### config.mk
export PLATFORM = sky130hd
export DESIGN_NAME = acf_acq_sequencer_flat
export DESIGN_NICKNAME = d
export VERILOG_FILES = /design/src/rtl/acf_pkg.sv /design/src/rtl/acf_acq_sequencer_if.sv /design/src/rtl/acf_axil_rd_master.sv /design/src/rtl/acf_acq_sequencer.sv /design/src/flat_wrapper.sv
export SDC_FILE = /design/constraint.sdc
export NUM_CORES = 1
export LEC_CHECK = 0
export BUFFER_PORTS_ARGS = -buffer_cell sky130_fd_sc_hd__buf_2
export CAP_MARGIN = 20
export CORE_AREA = 2 2 135 137
export CTS_CLUSTER_DIAMETER = 30
export DETAILED_ROUTE_END_ITERATION = 10
export DIE_AREA = 0 0 137 139
export PLACE_DENSITY = 0.65
export SLEW_MARGIN = 20
export SYNTH_ARGS = -nofsm -noshare
export SYNTH_HDL_FRONTEND = slang
export SYNTH_SLANG_ARGS = --single-unit
### constraint.sdc
create_clock -name aclk -period 4.13 [get_ports aclk]
set_clock_uncertainty 0.15 [all_clocks]
set_input_delay 0.2065 -clock aclk [delete_from_list [all_inputs] [get_ports aclk]]
set_output_delay 0.2065 -clock aclk [all_outputs]
set_load 0.005 [all_outputs]
### src/rtl/acf_pkg.sv
// rtl/acf_pkg.sv - shared state encoding and AXI-Lite constants for the acquisition sequencer
package acf_pkg;

   typedef logic [2:0] acf_state_t;

   localparam acf_state_t S_IDLE = 3'd0;
   localparam acf_state_t S_ARM  = 3'd1;
   localparam acf_state_t S_RUN  = 3'd2;
   localparam acf_state_t S_AR   = 3'd3;
   localparam acf_state_t S_R    = 3'd4;
   localparam acf_state_t S_PUSH = 3'd5;

   localparam logic [1:0] RESP_OKAY  = 2'b00;
   localparam int         REG_STRIDE = 4;

endpackage

### src/rtl/acf_acq_sequencer_if.sv
// rtl/acf_acq_sequencer_if.sv - AXI4-Lite read address/data channels toward the ACF_AXI slave
interface acf_acq_sequencer_if #(
   parameter int ADDR_W = 32,
   parameter int DATA_W = 32
);
   logic [ADDR_W-1:0] araddr;
   logic [2:0]        arprot;
   logic              arvalid;
   logic              arready;
   logic [DATA_W-1:0] rdata;
   logic [1:0]        rresp;
   logic              rvalid;
   logic              rready;

   modport master (
      output araddr, arprot, arvalid, rready,
      input  arready, rdata, rresp, rvalid
   );

   modport slave (
      input  araddr, arprot, arvalid, rready,
      output arready, rdata, rresp, rvalid
   );
endinterface

### src/rtl/acf_axil_rd_master.sv
// rtl/acf_axil_rd_master.sv - single-beat AXI4-Lite read engine: req/addr in, done/data/resp out
// done/data/resp are the live R-channel handshake so the caller can register the word without a bubble.
module acf_axil_rd_master #(
   parameter int ADDR_W = 32,
   parameter int DATA_W = 32
) (
   input  logic              clk,
   input  logic              rst,
   input  logic              req,
   input  logic [ADDR_W-1:0] addr,
   output logic              done,
   output logic [DATA_W-1:0] data,
   output logic [1:0]        resp,
   acf_acq_sequencer_if.master axi
);

   always_ff @(posedge clk) begin
      if (rst) begin
         axi.araddr  <= '0;
         axi.arvalid <= 1'b0;
         axi.rready  <= 1'b0;
      end else begin
         // A request is only accepted while no beat is outstanding.
         if (req && !axi.arvalid && !axi.rready) begin
            axi.araddr  <= addr;
            axi.arvalid <= 1'b1;
         end
         if (axi.arvalid && axi.arready) begin
            axi.arvalid <= 1'b0;
            axi.rready  <= 1'b1;
         end
         if (axi.rready && axi.rvalid) begin
            axi.rready <= 1'b0;
         end
      end
   end

   assign axi.arprot = 3'b000;
   assign done       = axi.rready && axi.rvalid;
   assign data       = axi.rdata;
   assign resp       = axi.rresp;

endmodule

### src/rtl/acf_acq_sequencer.sv
// rtl/acf_acq_sequencer.sv - runs one ACF_AXI counting window, then streams NUM_REGS result words out
module acf_acq_sequencer
   import acf_pkg::*;
#(
   parameter int CNTR_SIZE        = 32,
   parameter int C_AXI_ADDR_WIDTH = 32,
   parameter int C_AXI_DATA_WIDTH = 32,
   parameter int NUM_REGS         = 4,
   parameter logic [C_AXI_ADDR_WIDTH-1:0] BASE_ADDR = '0
) (
   input  logic                 aclk,
   input  logic                 arst,
   input  logic                 start,
   input  logic                 stop,
   input  logic [CNTR_SIZE-1:0] window_len,
   output logic                 CE,
   output logic                 initTX,
   output logic [CNTR_SIZE-1:0] presentTime,
   acf_acq_sequencer_if.master  m_axi,
   output logic [31:0]          out_data,
   output logic [3:0]           out_idx,
   output logic                 out_err,
   output logic                 out_valid,
   input  logic                 out_ready,
   output logic                 busy,
   output logic [15:0]          win_count
);

   localparam logic [3:0] LAST_IDX = 4'(NUM_REGS - 1);

   acf_state_t                  state;
   logic [3:0]                  idx;
   logic                        stop_pend;
   logic [CNTR_SIZE-1:0]        win_len;

   logic                        pt_last;
   logic                        last_idx;
   logic                        rd_req;
   logic [3:0]                  req_idx;
   logic [C_AXI_ADDR_WIDTH-1:0] req_addr;
   logic                        rd_done;
   logic [C_AXI_DATA_WIDTH-1:0] rd_data;
   logic [1:0]                  rd_resp;

   assign pt_last  = (presentTime == win_len - CNTR_SIZE'(1));
   assign last_idx = (idx == LAST_IDX);

   // The read is launched on the same edge that enters AR, so arvalid is high for the whole AR state.
   assign rd_req   = ((state == S_RUN) && pt_last) ||
                     ((state == S_PUSH) && out_ready && !last_idx);
   assign req_idx  = (state == S_PUSH) ? idx + 4'd1 : 4'd0;
   assign req_addr = BASE_ADDR + (C_AXI_ADDR_WIDTH'(req_idx) * C_AXI_ADDR_WIDTH'(REG_STRIDE));

   acf_axil_rd_master #(
      .ADDR_W (C_AXI_ADDR_WIDTH),
      .DATA_W (C_AXI_DATA_WIDTH)
   ) u_rd (
      .clk  (aclk),
      .rst  (arst),
      .req  (rd_req),
      .addr (req_addr),
      .done (rd_done),
      .data (rd_data),
      .resp (rd_resp),
      .axi  (m_axi)
   );

   always_ff @(posedge aclk) begin
      if (arst) begin
         state       <= S_IDLE;
         idx         <= 4'd0;
         stop_pend   <= 1'b0;
         win_len     <= '0;
         CE          <= 1'b0;
         initTX      <= 1'b0;
         presentTime <= '0;
         out_data    <= 32'd0;
         out_idx     <= 4'd0;
         out_err     <= 1'b0;
         out_valid   <= 1'b0;
         busy        <= 1'b0;
         win_count   <= 16'd0;
      end else begin
         if (stop && (state != S_IDLE)) begin
            stop_pend <= 1'b1;
         end
         case (state)
            S_IDLE: begin
               if (start) begin
                  state  <= S_ARM;
                  initTX <= 1'b1;
                  busy   <= 1'b1;
               end
            end
            S_ARM: begin
               initTX      <= 1'b0;
               presentTime <= '0;
               CE          <= 1'b1;
               win_len     <= (window_len == '0) ? CNTR_SIZE'(1) : window_len;
               state       <= S_RUN;
            end
            S_RUN: begin
               if (pt_last) begin
                  CE    <= 1'b0;
                  idx   <= 4'd0;
                  state <= S_AR;
               end else begin
                  presentTime <= presentTime + CNTR_SIZE'(1);
               end
            end
            S_AR: begin
               if (m_axi.arvalid && m_axi.arready) begin
                  state <= S_R;
               end
            end
            S_R: begin
               if (rd_done) begin
                  out_data  <= rd_data;
                  out_idx   <= idx;
                  out_err   <= (rd_resp != RESP_OKAY);
                  out_valid <= 1'b1;
                  state     <= S_PUSH;
               end
            end
            S_PUSH: begin
               if (out_ready) begin
                  out_valid <= 1'b0;
                  if (!last_idx) begin
                     idx   <= idx + 4'd1;
                     state <= S_AR;
                  end else begin
                     win_count <= win_count + 16'd1;
                     idx       <= 4'd0;
                     if (stop_pend) begin
                        stop_pend <= 1'b0;
                        busy      <= 1'b0;
                        state     <= S_IDLE;
                     end else begin
                        initTX <= 1'b1;
                        state  <= S_ARM;
                     end
                  end
               end
            end
            default: state <= S_IDLE;
         endcase
      end
   end

endmodule

### src/flat_wrapper.sv
// flat-port wrapper written by rule: the top's interface ports become plain ports
module acf_acq_sequencer_flat import acf_pkg::*;
#(
   parameter int CNTR_SIZE        = 32,
   parameter int C_AXI_ADDR_WIDTH = 32,
   parameter int C_AXI_DATA_WIDTH = 32,
   parameter int NUM_REGS         = 4,
   parameter logic [C_AXI_ADDR_WIDTH-1:0] BASE_ADDR = '0
)
  (aclk, arst, start, stop, window_len, CE, initTX, presentTime, out_data, out_idx, out_err, out_valid, out_ready, busy, win_count, m_axi_araddr, m_axi_arprot, m_axi_arvalid, m_axi_rready, m_axi_arready, m_axi_rdata, m_axi_rresp, m_axi_rvalid);
  acf_acq_sequencer_if #(.ADDR_W(32), .DATA_W(32)) m_axi_i ();
  input  logic aclk;
  input  logic arst;
  input  logic start;
  input  logic stop;
  input  logic [CNTR_SIZE-1:0] window_len;
  output logic CE;
  output logic initTX;
  output logic [CNTR_SIZE-1:0] presentTime;
  output logic [31:0] out_data;
  output logic [3:0] out_idx;
  output logic out_err;
  output logic out_valid;
  input  logic out_ready;
  output logic busy;
  output logic [15:0] win_count;
  output wire logic [$bits(m_axi_i.araddr)-1:0] m_axi_araddr;
  output wire logic [$bits(m_axi_i.arprot)-1:0] m_axi_arprot;
  output wire logic [$bits(m_axi_i.arvalid)-1:0] m_axi_arvalid;
  output wire logic [$bits(m_axi_i.rready)-1:0] m_axi_rready;
  input wire logic [$bits(m_axi_i.arready)-1:0] m_axi_arready;
  input wire logic [$bits(m_axi_i.rdata)-1:0] m_axi_rdata;
  input wire logic [$bits(m_axi_i.rresp)-1:0] m_axi_rresp;
  input wire logic [$bits(m_axi_i.rvalid)-1:0] m_axi_rvalid;
  assign m_axi_araddr = m_axi_i.araddr;
  assign m_axi_arprot = m_axi_i.arprot;
  assign m_axi_arvalid = m_axi_i.arvalid;
  assign m_axi_rready = m_axi_i.rready;
  assign m_axi_i.arready = m_axi_arready;
  assign m_axi_i.rdata = m_axi_rdata;
  assign m_axi_i.rresp = m_axi_rresp;
  assign m_axi_i.rvalid = m_axi_rvalid;
  acf_acq_sequencer #(.CNTR_SIZE(CNTR_SIZE), .C_AXI_ADDR_WIDTH(C_AXI_ADDR_WIDTH), .C_AXI_DATA_WIDTH(C_AXI_DATA_WIDTH), .NUM_REGS(NUM_REGS), .BASE_ADDR(BASE_ADDR)) u_core (.aclk(aclk), .arst(arst), .start(start), .stop(stop), .window_len(window_len), .CE(CE), .initTX(initTX), .presentTime(presentTime), .m_axi(m_axi_i), .out_data(out_data), .out_idx(out_idx), .out_err(out_err), .out_valid(out_valid), .out_ready(out_ready), .busy(busy), .win_count(win_count));
endmodule
==> impl_metrics.tcl <==
set metrics [dict create \
    dp_hpwl_mm 13.8 \
    grt_pass1_vias 6580 \
    max_freq_ghz 0.258 \
    synth-seq-cells 135 \
    synth_cell_types 64 \
    ys_warn_count 0 \
    worst_ep_arrival_time_ns 4.00 \
    overflow 0 \
    routed_wl_mm 20.6 \
    dp.cells 1223 \
    clockBufferDepth 2 \
    clockRootBuffer "clkbuf_16" \
    final-max-slew-violation-count 0 \
    dr.first_iter.drc_count 429 \
    synthTopCellsByCount "dfxtp_1 (135), nand2_1 (121), a21oi_1 (78)" \
    htreeDepth 4 \
    start_util_pct 39.0 \
    use_met1_pct 27.5 \
    critical_path.max_fanout 54 \
    worstMarginPinSlew_ns 0.795 \
    peakVddDrop_mv 0.422 \
    start_kind "flop" \
    r2r_end "u_core.presentTime[9]$_SDFFE_PP0P_" \
    fin_crit_sh_pct 93.8 \
    use_met2_pct 35.1 \
    drtPass1Iterations 5 \
    antenna_found_initial 0 \
    io_buffers 167 \
    netlist_area_um2 6890 \
    numCtsBuffers 17 \
    post_cts_buffers 0 \
    maxCapViolations 0 \
    synthFlopType "dfxtp_1" \
    min_period_ns 3.88 \
    placed_area_um2 7880 \
    antennaDiodeCount 0 \
    met3_usage_pct 4.86 \
    nNetsFinal 1162 \
    async_flop_share_pct 0 \
    synth_seq_area_share_pct 39.2 \
    r2r_slack_ns 0.25 \
    drc_errors 0 \
    row_count 49 \
    relSlewSlack_pct 46.8 \
    instances_no_fill 1327 \
    synthCells 853 \
    worstPathRequired_ns 4.25 \
    place_congestion 0.922 \
    die_w_um 137 \
    min_path_cells 5 \
    synthTopCellsByArea "dfxtp_1 (39%), nand2_1 (6.6%), a21oi_1 (5.7%)" \
    cp_slowest_cell "or4_1" \
    status "finished clean" \
    hp-start "out_ready" \
    worstRegToRegCells 10 \
    drive_gt1_share_pct 21.9 \
    fin_area_um2 9180 \
    max_stage_delay_ns 0.69 \
    r2r-start "u_core.win_len[2]$_SDFFE_PP0P_" \
    synth.most_common_cell "dfxtp_1" \
    fp.dieH_um 139 \
    grt_pass1_wl_mm 32.7 \
    ant_nets 0 \
    wl_per_cell_um 15.5 \
    postSynthAreaPerCell_um2 8.07 \
    p_leak_uw 0.00383 \
    insertion_delay_ns 0.42 \
    synth_edf_count 0 \
    grt_start_max_net_pins 75 \
    clk_pin_slew_ns 0.07 \
    finalSetupTns_ns 0 \
    path_cells "or4_4 > or4_1 > a21oi_1 > o211ai_1 > a2111o_1 > or4_1 > a21oi_4 > buf_12 > or4_1 > a21oi_1" \
    viasPerCell 5.25 \
    synth_largest_area_cell "dfxtp_1" \
    core_area_um2 17700 \
    fillers 1707 \
    min_to "u_core.initTX$_SDFFE_PP0P_" \
    clock-sinks 135 \
    rsz0062_at_grt "false" \
    hold_class "input pin to flop" \
    totalPowerFinal_uw 4840 \
    top_usage_layer "met2" \
    syn_to_final_growth_pct 33.3 \
    p_per_area_nw_per_um2 527 \
    cp_common_cell "or4_1" \
    synth_top_cell_area_share_pct 39.2 \
    endpoint_kind "flop" \
    finalSetupViolCount 0 \
    ioPinCount 199 \
    hold_viol 0 \
    die-area_um2 19000 \
    grt_use_total_pct 21.3 \
    vias 6961 \
    worst-setup-path-type "flop to flop" \
    cts_tree "done" \
    fin_util_pct 52.0 \
]
## cells by family (layout without fill, tap and decap cells)
logic type,Yosys count,after routing,synth area share (%)
DFF,135,135,39.2
other,1,31,0.0545
and+or+nand+nor,379,379,28.0
AOI/OAI and AO/OA,188,188,17.4
muxes,5,5,0.763
xor gates and xnor gates,57,57,7.25
buffers and inverters,84,299,6.60
adders and majority gates,4,4,0.727
## layout by cell type (no fill, tap or decap), types with 26 or more instances in the layout
| cell type | Yosys | layout |
|---|---|---|
| buf_2 | 6 | 167 |
| dfxtp_1 | 135 | 135 |
| nand2_1 | 121 | 121 |
| a21oi_1 | 78 | 78 |
| dlygate4sd3_1 | 0 | 72 |
| nor2_1 | 64 | 62 |
| xor2_1 | 32 | 32 |
| conb_1 | 1 | 31 |
| o21ai_0 | 30 | 30 |
| nand3_1 | 29 | 29 |
| a22o_1 | 27 | 27 |
| nor4_1 | 26 | 26 |
| or3_1 | 26 | 26 |
## per-stage QoR
| step | setup slack (ns) | hold slack, ns |
|---|---|---|
| 5_1_grt | 0.0789 | 0.112 |
| 2_1_floorplan | 0.517 | 0.165 |
| 3_3_place_gp | 0.316 | 0.288 |
| 3_5_place_dp | 0.296 | 0.284 |
| 6_report | 0.254 | 0.0891 |
| 4_1_cts | 0.218 | 0.0862 |
## report_power, final
part / total, uW / switching [uW] / internal, uW
clock network: 1480 / 680 / 805
logic: 1760 / 976 / 784
registers: 1590 / 183 / 1410
total: 4840 / 1840 / 3000
## area by class of cell
| class | count | area, um2 | area share, % |
|---|---|---|---|
| clock buffer | 17 | 425 | 4.63 |
| clock inverter | 15 | 153 | 1.66 |
| inverter | 6 | 22.5 | 0.245 |
| multi-input combinational | 664 | 3860 | 42.0 |
| sequential | 135 | 2700 | 29.4 |
| tap | 229 | 287 | 3.12 |
| timing repair buffer | 261 | 1730 | 18.9 |
## layer usage
metal / routed length [um] / share of wire, %
met1: 9370 / 46
met2: 9650 / 47
met3: 1170 / 5.7
met4: 384 / 1.9
met5: 0 / 0
## worst max-delay path, delay by kind of cell (launching register included)
family	cells	cell delay, ns
flip-flops	1	0.40
buffers and inverters	1	0.23
AND/OR/NAND/NOR	4	1.98
AO/OA/AOI/OAI	5	0.95
## sequential cells by signal (all words and copies together) (netlist names)
signal / count
u_core.CE: 1
u_core.out_idx: 4
u_core.busy: 1
u_core.u_rd.axi.arvalid: 1
u_core.idx: 4
u_core.stop_pend: 1
u_core.state: 3
u_core.initTX: 1
u_core.out_data: 32
u_core.win_count: 16
u_core.out_valid: 1
u_core.presentTime: 32
u_core.out_err: 1
u_core.u_rd.axi.rready: 1
u_core.u_rd.axi.araddr: 4
u_core.win_len: 32
## how the worst max path moves through the flow
stage	start	end	slack, ns	cells after the start
4_1_cts	u_core.win_len[2]$_SDFFE_PP0P_	u_core.u_rd.axi.araddr[3]$_SDFFE_PP0P_	0.22	9
3_3_place_gp	u_core.win_len[0]$_SDFFE_PP0P_	u_core.u_rd.axi.araddr[2]$_SDFFE_PP0P_	0.32	9
2_1_floorplan	u_core.win_len[2]$_SDFFE_PP0P_	u_core.presentTime[17]$_SDFFE_PP0P_	0.52	14
3_5_place_dp	u_core.win_len[0]$_SDFFE_PP0P_	u_core.u_rd.axi.araddr[2]$_SDFFE_PP0P_	0.30	9
5_1_grt	u_core.win_len[2]$_SDFFE_PP0P_	u_core.presentTime[4]$_SDFFE_PP0P_	0.08	10
6_report	u_core.win_len[2]$_SDFFE_PP0P_	u_core.presentTime[9]$_SDFFE_PP0P_	0.25	10
## what timing repair did
| action | 4_1_cts | 5_1_grt |
|---|---|---|
| setup endpoints to repair | 0 | 1 |
| endpoints found under the hold margin | 70 | 0 |
| hold buffers | 72 | 0 |
| gates resized for setup | 0 | 1 |
Note: power is estimated with default switching activity, not from simulation.
